### config.mk
export PLATFORM = sky130hd
export DESIGN_NAME = gelato_inst_buffer_flat
export DESIGN_NICKNAME = d
export VERILOG_FILES = /design/src/rtl/gelato_types.sv /design/src/rtl/gelato_inst_buffer_if.sv /design/src/rtl/gelato_ibuf_fifo.sv /design/src/rtl/gelato_inst_buffer.sv /design/src/flat_wrapper.sv
export SDC_FILE = /design/constraint.sdc
export NUM_CORES = 2
export LEC_CHECK = 0
export ABC_CLOCK_PERIOD_IN_PS = 6260
export CAP_MARGIN = 20
export CELL_PAD_IN_SITES_DETAIL_PLACEMENT = 1
export CELL_PAD_IN_SITES_GLOBAL_PLACEMENT = 1
export CORE_MARGIN = 2
export CORE_UTILIZATION = 49
export DETAILED_ROUTE_END_ITERATION = 16
export GPL_TIMING_DRIVEN = 1
export HOLD_SLACK_MARGIN = 0.06
export PLACE_DENSITY_LB_ADDON = 0.05
export SYNTH_ARGS = -nofsm -noshare
export SYNTH_HDL_FRONTEND = slang
export SYNTH_HIERARCHICAL = 1
export SYNTH_SLANG_ARGS = --single-unit
### constraint.sdc
create_clock -name clk -period 6.26 [get_ports clk]
set_input_delay 1.565 -clock clk [delete_from_list [all_inputs] [get_ports clk]]
set_output_delay 1.565 -clock clk [all_outputs]
set_load 0.02 [all_outputs]
### src/rtl/gelato_types.sv
// Shared types and sizing for the gelato instruction buffer.
// Covers the decoded instruction format and the per-warp FIFO entry.
package gelato_types;

   localparam int NUM_WARPS  = 4;
   localparam int IBUF_DEPTH = 4;

   typedef struct packed {
      logic [6:0]  opcode;
      logic [4:0]  rd;
      logic [4:0]  rs1;
      logic [4:0]  rs2;
      logic [31:0] imm;
   } inst_t;

   typedef struct packed {
      logic [31:0] pc;
      logic [31:0] thread_mask;
      inst_t       inst;
   } ibuf_entry_t;

endpackage

### src/rtl/gelato_inst_buffer_if.sv
// Decode-to-scheduler bus of the instruction buffer.
// The slave side is the buffer and the master side is the decode/scheduler environment.
interface gelato_inst_buffer_if #(
   parameter int NUM_WARPS = gelato_types::NUM_WARPS,
   parameter int WARP_W    = $clog2(NUM_WARPS)
);
   import gelato_types::inst_t;

   logic                 in_valid;
   logic [31:0]          in_pc;
   logic [WARP_W-1:0]    in_warp_num;
   logic [31:0]          in_thread_mask;
   inst_t                in_inst;

   logic                 flush_valid;
   logic [WARP_W-1:0]    flush_warp;

   logic [NUM_WARPS-1:0] warp_stall;

   logic                 issue_valid;
   logic                 issue_ready;
   logic [31:0]          issue_pc;
   logic [WARP_W-1:0]    issue_warp_num;
   logic [31:0]          issue_thread_mask;
   inst_t                issue_inst;

   logic                 overflow_err;

   modport master (
      output in_valid, in_pc, in_warp_num, in_thread_mask, in_inst,
      output flush_valid, flush_warp, issue_ready,
      input  warp_stall, issue_valid, issue_pc, issue_warp_num,
      input  issue_thread_mask, issue_inst, overflow_err
   );

   modport slave (
      input  in_valid, in_pc, in_warp_num, in_thread_mask, in_inst,
      input  flush_valid, flush_warp, issue_ready,
      output warp_stall, issue_valid, issue_pc, issue_warp_num,
      output issue_thread_mask, issue_inst, overflow_err
   );

endinterface

### src/rtl/gelato_ibuf_fifo.sv
// Single-warp instruction FIFO with a combinational head and a synchronous flush.
// Full/empty protection belongs to the caller, which only pushes or pops when that is legal.
module gelato_ibuf_fifo
   import gelato_types::ibuf_entry_t;
#(
   parameter int  DEPTH = gelato_types::IBUF_DEPTH,
   localparam int PTR_W = $clog2(DEPTH),
   localparam int CNT_W = PTR_W + 1
) (
   input  logic              clk,
   input  logic              rst,
   input  logic              push,
   input  logic              pop,
   input  logic              flush,
   input  ibuf_entry_t       push_data,
   output logic [CNT_W-1:0]  count,
   output ibuf_entry_t       head
);

   ibuf_entry_t       mem [DEPTH];
   logic [PTR_W-1:0]  wr_ptr;
   logic [PTR_W-1:0]  rd_ptr;

   assign head = mem[rd_ptr];

   always_ff @(posedge clk or posedge rst) begin
      if (rst) begin
         wr_ptr <= '0;
         rd_ptr <= '0;
         count  <= '0;
      end else if (flush) begin
         wr_ptr <= '0;
         rd_ptr <= '0;
         count  <= '0;
      end else begin
         if (push) wr_ptr <= wr_ptr + 1'b1;
         if (pop)  rd_ptr <= rd_ptr + 1'b1;
         case ({push, pop})
            2'b10:   count <= count + 1'b1;
            2'b01:   count <= count - 1'b1;
            default: count <= count;
         endcase
      end
   end

   // Storage is never reset; the pointers alone decide what is valid.
   always_ff @(posedge clk) begin
      if (push && !flush) mem[wr_ptr] <= push_data;
   end

endmodule

### src/rtl/gelato_inst_buffer.sv
// Per-warp instruction buffer: one FIFO per warp, round-robin selection into a
// single issue register, per-warp fetch stall and a sticky overflow flag.
module gelato_inst_buffer
   import gelato_types::ibuf_entry_t;
#(
   parameter int NUM_WARPS  = gelato_types::NUM_WARPS,
   parameter int IBUF_DEPTH = gelato_types::IBUF_DEPTH,
   parameter int WARP_W     = $clog2(NUM_WARPS)
) (
   input  logic                 clk,
   input  logic                 rst,
   gelato_inst_buffer_if.slave  bus
);

   localparam int CNT_W = $clog2(IBUF_DEPTH) + 1;

   logic [CNT_W-1:0]     count [NUM_WARPS];
   ibuf_entry_t          head  [NUM_WARPS];
   ibuf_entry_t          in_entry;
   logic [NUM_WARPS-1:0] push, pop, flush, full, ovf, eligible, stall;
   logic [WARP_W-1:0]    rr_ptr, sel_warp;
   logic                 sel_found, load, flush_hit;

   assign in_entry = '{pc: bus.in_pc, thread_mask: bus.in_thread_mask, inst: bus.in_inst};
   assign flush_hit = bus.flush_valid && (bus.issue_warp_num == bus.flush_warp);
   assign load = (!bus.issue_valid || bus.issue_ready) && sel_found && !flush_hit;
   assign bus.warp_stall = stall;

   for (genvar w = 0; w < NUM_WARPS; w++) begin : g_warp
      logic is_target;

      assign flush[w]    = bus.flush_valid && (bus.flush_warp == WARP_W'(w));
      assign pop[w]      = load && (sel_warp == WARP_W'(w));
      assign is_target   = bus.in_valid && (bus.in_warp_num == WARP_W'(w)) && !flush[w];
      assign full[w]     = (count[w] == CNT_W'(IBUF_DEPTH));
      // A full FIFO still accepts a write when its head leaves in the same cycle.
      assign push[w]     = is_target && (!full[w] || pop[w]);
      assign ovf[w]      = is_target && full[w] && !pop[w];
      assign eligible[w] = (count[w] != '0) && !flush[w];
      assign stall[w]    = (count[w] >= CNT_W'(IBUF_DEPTH - 2));

      gelato_ibuf_fifo #(.DEPTH(IBUF_DEPTH)) u_fifo (
         .clk       (clk),
         .rst       (rst),
         .push      (push[w]),
         .pop       (pop[w]),
         .flush     (flush[w]),
         .push_data (in_entry),
         .count     (count[w]),
         .head      (head[w])
      );
   end

   always_comb begin : p_rr_search
      int idx;
      sel_found = 1'b0;
      sel_warp  = '0;
      idx       = 0;
      for (int i = 0; i < NUM_WARPS; i++) begin
         idx = (int'(rr_ptr) + i) % NUM_WARPS;
         if (!sel_found && eligible[idx[WARP_W-1:0]]) begin
            sel_found = 1'b1;
            sel_warp  = idx[WARP_W-1:0];
         end
      end
   end

   always_ff @(posedge clk or posedge rst) begin
      if (rst) begin
         bus.issue_valid       <= 1'b0;
         bus.issue_pc          <= '0;
         bus.issue_warp_num    <= '0;
         bus.issue_thread_mask <= '0;
         bus.issue_inst        <= '0;
         bus.overflow_err      <= 1'b0;
         rr_ptr                <= '0;
      end else begin
         if (|ovf) bus.overflow_err <= 1'b1;
         if (flush_hit) begin
            bus.issue_valid <= 1'b0;
         end else if (load) begin
            bus.issue_valid       <= 1'b1;
            bus.issue_pc          <= head[sel_warp].pc;
            bus.issue_warp_num    <= sel_warp;
            bus.issue_thread_mask <= head[sel_warp].thread_mask;
            bus.issue_inst        <= head[sel_warp].inst;
            rr_ptr <= (sel_warp == WARP_W'(NUM_WARPS - 1)) ? '0 : sel_warp + 1'b1;
         end else if (bus.issue_ready) begin
            bus.issue_valid <= 1'b0;
         end
      end
   end

endmodule

### src/flat_wrapper.sv
// flat-port wrapper written by rule: the top's interface ports become plain ports
module gelato_inst_buffer_flat import gelato_types::ibuf_entry_t;
#(
   parameter int NUM_WARPS  = gelato_types::NUM_WARPS,
   parameter int IBUF_DEPTH = gelato_types::IBUF_DEPTH,
   parameter int WARP_W     = $clog2(NUM_WARPS)
)
  (clk, rst, bus_in_valid, bus_in_pc, bus_in_warp_num, bus_in_thread_mask, bus_in_inst, bus_flush_valid, bus_flush_warp, bus_issue_ready, bus_warp_stall, bus_issue_valid, bus_issue_pc, bus_issue_warp_num, bus_issue_thread_mask, bus_issue_inst, bus_overflow_err);
  gelato_inst_buffer_if #(.NUM_WARPS(NUM_WARPS), .WARP_W(WARP_W)) bus_i ();
  input  logic clk;
  input  logic rst;
  input wire logic [$bits(bus_i.in_valid)-1:0] bus_in_valid;
  input wire logic [$bits(bus_i.in_pc)-1:0] bus_in_pc;
  input wire logic [$bits(bus_i.in_warp_num)-1:0] bus_in_warp_num;
  input wire logic [$bits(bus_i.in_thread_mask)-1:0] bus_in_thread_mask;
  input wire logic [$bits(bus_i.in_inst)-1:0] bus_in_inst;
  input wire logic [$bits(bus_i.flush_valid)-1:0] bus_flush_valid;
  input wire logic [$bits(bus_i.flush_warp)-1:0] bus_flush_warp;
  input wire logic [$bits(bus_i.issue_ready)-1:0] bus_issue_ready;
  output wire logic [$bits(bus_i.warp_stall)-1:0] bus_warp_stall;
  output wire logic [$bits(bus_i.issue_valid)-1:0] bus_issue_valid;
  output wire logic [$bits(bus_i.issue_pc)-1:0] bus_issue_pc;
  output wire logic [$bits(bus_i.issue_warp_num)-1:0] bus_issue_warp_num;
  output wire logic [$bits(bus_i.issue_thread_mask)-1:0] bus_issue_thread_mask;
  output wire logic [$bits(bus_i.issue_inst)-1:0] bus_issue_inst;
  output wire logic [$bits(bus_i.overflow_err)-1:0] bus_overflow_err;
  assign bus_i.in_valid = bus_in_valid;
  assign bus_i.in_pc = bus_in_pc;
  assign bus_i.in_warp_num = bus_in_warp_num;
  assign bus_i.in_thread_mask = bus_in_thread_mask;
  assign bus_i.in_inst = bus_in_inst;
  assign bus_i.flush_valid = bus_flush_valid;
  assign bus_i.flush_warp = bus_flush_warp;
  assign bus_i.issue_ready = bus_issue_ready;
  assign bus_warp_stall = bus_i.warp_stall;
  assign bus_issue_valid = bus_i.issue_valid;
  assign bus_issue_pc = bus_i.issue_pc;
  assign bus_issue_warp_num = bus_i.issue_warp_num;
  assign bus_issue_thread_mask = bus_i.issue_thread_mask;
  assign bus_issue_inst = bus_i.issue_inst;
  assign bus_overflow_err = bus_i.overflow_err;
  gelato_inst_buffer #(.NUM_WARPS(NUM_WARPS), .IBUF_DEPTH(IBUF_DEPTH), .WARP_W(WARP_W)) u_core (.clk(clk), .rst(rst), .bus(bus_i));
endmodule
* Word level (Yosys, flattened, before mapping) *
Memories as Yosys holds them, arrays and structs flattened.
Cells that the tools add are included.

operators by class
  $add $sub $neg = 20
  reductions and logical operators = 86
  $lt $le $gt $ge = 9
  multiplexer cells = 55
  eq/ne operators = 22
  bitwise logic cells = 2

operators with widths
  operator                                                            count
  binary-select mux 118 bit (select 2 bit)                            1
  two-way mux 118 bit                                                 2
  logical AND 1 bit                                                   42
  two-way mux 2 bit                                                   21
  nonzero test 3 bit                                                  9
  case mux 3 bit (2 select lines)                                     4
  adder 2 x 1 -> 2 bit (second input constant)                        10
  == test 2 bit (second input constant)                               10
  two-way mux 1 bit                                                   19
  logical NOT 1 bit                                                   17
  nonzero test 2 bit                                                  8
  == test 2 x 1 -> 1 bit (second input constant)                      7
  adder 3 x 1 -> 3 bit (second input constant)                        4
  == test 3 bit (second input constant)                               4
  greater-or-equal comparator 3 x 2 -> 1 bit (second input constant)  4
  < comparator 2 x 3 -> 1 bit (second input constant)                 4
  two-way mux 3 bit                                                   4
  subtractor 3 x 1 -> 3 bit (second input constant)                   4
  binary-select mux 1 bit (select 2 bit)                              4
  logical NOT 2 bit                                                   3
  logical OR 1 bit                                                    5
  adder 2 bit (second input constant)                                 2
  OR reduction 4 bit                                                  1
  greater-or-equal comparator 3 bit (second input constant)           1
  other kinds (4)                                                     4

storage, ports and cells
  memories kept = 4
  input port bits = 127
  output and inout port bits = 126
  RAM bits = 1888
  flip-flop bits (word level) = 152

memories
  name                         words  bits a word  read ports  clocked after Yosys merged registers in  write ports  line                    source
  u_core.g_warp[0].u_fifo.mem  4      118          1           0                                        1            gelato_ibuf_fifo.sv:20  ibuf_entry_t mem [DEPTH];
  u_core.g_warp[1].u_fifo.mem  4      118          1           0                                        1            gelato_ibuf_fifo.sv:20
  u_core.g_warp[2].u_fifo.mem  4      118          1           0                                        1            gelato_ibuf_fifo.sv:20
  u_core.g_warp[3].u_fifo.mem  4      118          1           0                                        1            gelato_ibuf_fifo.sv:20

* Logic depth before layout (Yosys ltp) *
  depth in word-level cells = 24
  gate-level depth with buffers = 17

* Cells and area by module *
Netlist, hierarchy kept.

modules (own cells, without submodules)
  module              area each (um^2)  seq. area each (um^2)  instances  cells an instance
  gelato_ibuf_fifo    17451.7           14348.8                4          658
  gelato_inst_buffer  8554.5            3103.0                 1          898

* Least setup slack after synthesis *
Ideal clock, no wire load.

  path kind = input port to flip-flop
  from = in bus_flush_warp[1]
  to = mem u_core/g_warp[1].u_fifo/mem[0][0] in the netlist's numbering (enable)
  data required time = 5.769 ns
  slack = -0.730 ns
  arrival time = 6.499 ns
  stages = 12
  library setup time = 0.491 ns
  path buffers = 3
  path through = nor3b_4 > o311ai_1 > a2111o_2 > inv_2 > buf_2 > buf_2 > ha_1 > nand2_1 > a21boi_0 > buf_2 > nor2b_1 > and2_1

on the way
  word-level cells in the longest chain between the ends = 24
  elaborated cells between the ends (all ways) = 51

ends and longest elaborated chain
  element                                         line                                                source
  start: declaration                              flat_wrapper.sv:18                                  input wire logic [$bits(bus_i.flush_warp)-1:0] bus_flush_warp;
  == test 2 x 1 -> 1 bit (tied with other cells)  gelato_inst_buffer.sv:32                            assign flush[w] = bus.flush_valid && (bus.flush_warp == WARP_W'(w));
  logical AND 1 bit                               gelato_inst_buffer.sv:32
  logical NOT 1 bit (on tied branches)            gelato_inst_buffer.sv:34, gelato_inst_buffer.sv:39
  logical AND 1 bit                               gelato_inst_buffer.sv:39                            assign eligible[w] = (count[w] != '0) && !flush[w];
  binary-select mux 1 bit (select 2 bit)          gelato_inst_buffer.sv:61                            if (!sel_found && eligible[idx[WARP_W-1:0]]) begin
  two-way mux 1 bit (not written as such)         gelato_inst_buffer.sv:61
  two-way mux 1 bit                               gelato_inst_buffer.sv:61
  logical NOT 1 bit                               gelato_inst_buffer.sv:61
  [... 8 more ...]                                -
  logical AND 1 bit (2 in a row)                  gelato_inst_buffer.sv:26                            assign load = (!bus.issue_valid || bus.issue_ready) && sel_found && !flush_hit;
  logical AND 1 bit                               gelato_inst_buffer.sv:33                            assign pop[w] = load && (sel_warp == WARP_W'(w));
  logical OR 1 bit                                gelato_inst_buffer.sv:37                            assign push[w] = is_target && (!full[w] || pop[w]);
  logical AND 1 bit (*)                           gelato_inst_buffer.sv:37
  via u_core.push[1]                              gelato_inst_buffer.sv:20                            logic [NUM_WARPS-1:0] push, pop, flush, full, ovf, eligible, stall;
  logical AND 1 bit (*)                           gelato_ibuf_fifo.sv:48                              if (push && !flush) mem[wr_ptr] <= push_data;
  two-way mux 1 bit (*)                           gelato_ibuf_fifo.sv:48
  two-way mux 1 bit (not written as such) (*)     gelato_ibuf_fifo.sv:48
  end: declaration                                gelato_ibuf_fifo.sv:20

The timed path passes the listed nets; every way through them passes the cells marked *. The select of a mux whose other input is x is not followed.

* Worst setup path in the final report *
  from = in bus_flush_warp[1]
  to = mem u_core/g_warp[1].u_fifo/mem[3][104] in the netlist's numbering (enable)

on the way
  word-level cells in the longest chain between the ends = 24
  elaborated cells between the ends (all ways) = 51

ends and longest elaborated chain
  element                                      line
  == test 2 x 1 -> 1 bit (*)                   gelato_inst_buffer.sv:32
  logical AND 1 bit (*)                        gelato_inst_buffer.sv:32
  via u_core.flush[1]                          gelato_inst_buffer.sv:20
  logical NOT 1 bit (*)                        gelato_inst_buffer.sv:34, gelato_inst_buffer.sv:39
  logical AND 1 bit                            gelato_inst_buffer.sv:39
  binary-select mux 1 bit (select 2 bit)       gelato_inst_buffer.sv:61
  two-way mux 1 bit (not written as such)      gelato_inst_buffer.sv:61
  two-way mux 1 bit                            gelato_inst_buffer.sv:61
  [... 9 more ...]                             -
  logical AND 1 bit (2 in a row)               gelato_inst_buffer.sv:26
  logical AND 1 bit                            gelato_inst_buffer.sv:33
  logical OR 1 bit                             gelato_inst_buffer.sv:37
  logical AND 1 bit (*)                        gelato_inst_buffer.sv:37
  via u_core.push[1]                           gelato_inst_buffer.sv:20
  logical AND 1 bit (*)                        gelato_ibuf_fifo.sv:48
  two-way mux 1 bit (*)                        gelato_ibuf_fifo.sv:48
  two-way mux 1 bit (not written as such) (*)  gelato_ibuf_fifo.sv:48

Marked as above.

==> results.tsv <==
metric	value	unit
DP Area	0.0839	mm2
synthesized-area fraction occupied by adder cells	0.374	%
YS warnings	6	
commonest non-fill, non-tap cell in the layout	edfxtp_1	
critical path class	primary input to register	
vias in the first global route	41245	
Lkg Pwr	0.0289	uW
reg-to-reg slack, setup	1.82	ns
crit-path max FO	26	
fin nets	4046	
CTS tree	built	
Final Slew Violations	0	
outcome	complete, no violations	
Total Wirelength	205000	um
Fin. Hold Viols	0	
fmax	0.192	GHz
Final period util	83.4	%
detailed placement HPWL	119000	um
Vias	38688	
share of layout cells above drive strength 1	24.8	%
post-route minimum period	5.22	ns
Min-Delay Path Depth	2	
Yosys reg bits	2040	
syn nets	3678	
post-synthesis xor/xnor area fraction	0.246	%
Initial Util	49.4	%
largest family of logic cells by synthesized area	multiplexers	
CTS H-tree lvls	4	
Die Ht	404	um
area delta synth->final	16.2	%
RePlAce Congestion	0.807	
Die W	404	um
root buf cell	clkbuf_16	
Buffers on Ports	252	
DRT iter0 DRCs	3349	
Startpoint Class	primary input	
Pre-antenna DRT Iters	8	
number of CTS-inserted buffers	207	
Seq/Total Area, Yosys	77.2	%
post-CTS setup buffer count	0	
RSZ-0062 raised after global routing	no	
setup TNS	0	ns
critical path required time	6.71	ns
largest net degree at the start of global routing	125	
Overflow after GRT	0	
total clock sinks	2040	
Peak VDD IR	0.907	mV
FFs w/ async S/R, synth	7.45	%
post-route ant nets	0	
DIE AREA	0.163	mm2
Slew HR	24.6	%
Post-CTS Hold Fix Bufs	0	
initial antenna violation count	17	
Slew @ Worst Pin	1.13	ns
met1 Use GR	38.1	%
Max Cap Violations	0	
PD cells	471	mW/mm2
Finished Cell Area	0.0911	mm2
met3 Track Usage GR	4.68	%
syn_area_per_cell	22.2	um2
global-route wire length before repair	299000	um
PostCTS Resize Cnt	0	
global routing usage on met2	39.9	%
GR Util All Layers	25.6	%
Yosys cell types	53	
CTS Buffer Depth	3	
gr busiest metal	met2	
most frequent cells in the layout	edfxtp_1 (1888), mux4_2 (472), clkdlybuf4s50_1 (252)	
crit end category	register	
Synth Area in Simple Gates	1.43	%
Max Clock Skew	0.0296	ns
boundary pin count	253	
post-synthesis mux area share	15.2	%
Synth Area in Compound Gates	3.89	%
Clock Latency Late Sink	0.83	ns
Mapped Cells	3530	
mapped cell area	0.0784	mm2
number of synthesized flops with an enable pin	1888	
via/cell ratio	6.28	
Worst EP arrival	5.67	ns
worst min-delay path class	register to register	
row count	146	
core area	0.159	mm2
Primary FF master, synth	edfxtp_1	
# DRC	0	
clock-pin slew of the registers on the worst-case setup and hold paths	0.06	ns
# setup viols final	0	
post-DR wirelength/cell	33.2	um
worst r2r path cells	10	
-- cells in the mapped netlist (all sizes together), types with 3 or more instances --
master | count | area (um2)
and2 | 18 | 113
buf | 142 | 1010
edfxtp | 1888 | 56700
fa | 4 | 80.1
mux2i | 126 | 1260
nand2 | 14 | 52.6
xnor2 | 14 | 123
nor3 | 13 | 65.1
inv | 21 | 78.8
or3 | 3 | 18.8
o22ai | 118 | 738
a221oi | 118 | 1470
a31oi | 3 | 18.8
xor2 | 8 | 70.1
ha | 17 | 213
nor4 | 4 | 25.0
mux4 | 472 | 10600
clkbuf | 59 | 221
nor2 | 151 | 567
o21ai | 127 | 636
and3b | 4 | 35.0
dfrtp | 152 | 3800
nor3b | 10 | 86.3
or2 | 5 | 31.3
a21oi | 3 | 18.8
nor2b | 10 | 62.6
-- per-layer routing --
layer | vias to the layer above | wire length [um]
li1 | 15658 | -
met1 | 21387 | 91100
met2 | 1357 | 97400
met3 | 268 | 12800
met4 | 18 | 3340
met5 | - | 112
-- cells by family (layout without fill, tap and decap cells) --
| kind of cell | count (synthesis) | count (layout) |
|---|---|---|
| flops | 2040 | 2040 |
| mux | 598 | 598 |
| compound gates | 386 | 386 |
| simple gates | 241 | 241 |
| buf+inv | 222 | 775 |
| xor+xnor | 22 | 22 |
| fa+ha+maj | 21 | 21 |
| other cells | 0 | 3 |
-- state kept, by name (all words and copies together) (netlist names) --
signal                        flops
u_core/bus.issue_inst            54
u_core/bus.issue_pc              32
u_core/bus.issue_thread_mask     32
u_core/bus.issue_valid            1
u_core/bus.issue_warp_num         2
u_core/bus.overflow_err           1
u_core/g_warp.u_fifo/count       12
u_core/g_warp.u_fifo/mem       1888
u_core/g_warp.u_fifo/rd_ptr       8
u_core/g_warp.u_fifo/wr_ptr       8
u_core/rr_ptr                     2
-- stage by stage --
step           hold slack (ns)  power [uW]  utilization, %  worst slack (ns)  cells
2_1_floorplan            0.501       25300               -             0.588   3530
3_3_place_gp             0.568       29900            52.9             0.454   5761
3_5_place_dp             0.590       30200            52.9             0.379   5761
4_1_cts                  0.603       43200            57.4              1.24   6155
5_1_grt                  0.638       44500            57.4             0.968   6158
6_report                 0.604       42900            57.4              1.04   6158
-- final timing paths --
check,from,end
setup / recovery,bus_flush_warp[1],u_core/g_warp[1].u_fifo/mem[3][104]$_DFFE_PP_
hold / removal,u_core/bus.issue_inst[20]$_DFFE_PP0P_,u_core/bus.issue_inst[20]$_DFFE_PP0P_
setup reg to reg,u_core/g_warp[0].u_fifo/count[2]$_DFFE_PP0P_,u_core/g_warp[1].u_fifo/mem[3][104]$_DFFE_PP_
hold reg to reg,u_core/bus.issue_inst[20]$_DFFE_PP0P_,u_core/bus.issue_inst[20]$_DFFE_PP0P_
max in group asynchronous,rst,u_core/bus.issue_inst[32]$_DFFE_PP0P_
min in group asynchronous,rst,u_core/g_warp[3].u_fifo/rd_ptr[0]$_DFFE_PP0P_
-- area by class of cell --
class | instances | area [um2]
clock buffer | 273 | 5670
antenna | 3 | 7.51
timing repair buffer | 360 | 4050
clock inverter | 121 | 1500
fill | 13212 | 67500
tap | 2072 | 2590
inverter | 21 | 86.3
sequential | 2040 | 60500
multi-input combinational | 1268 | 16600
-- report_power, final --
part           internal, uW  switching [uW]
Combinational          5320            7390
Sequential            16000            1270
Clock                  7710            5210
Total                 29000           13900
-- worst max-delay path, stage by stage --
cell and delay (ns):
clkdlybuf4s50_1 0.61, nand3b_1 0.25, inv_1 0.22, nor2_1 0.42, o21ai_0 0.32, and2_4 0.26
inv_2 0.09, ha_1 0.17, nand2_1 0.07, a21boi_0 0.27, nor2b_1 0.61, and2_4 0.33
buf_4 0.44
Power figures use the tool's default switching activity.
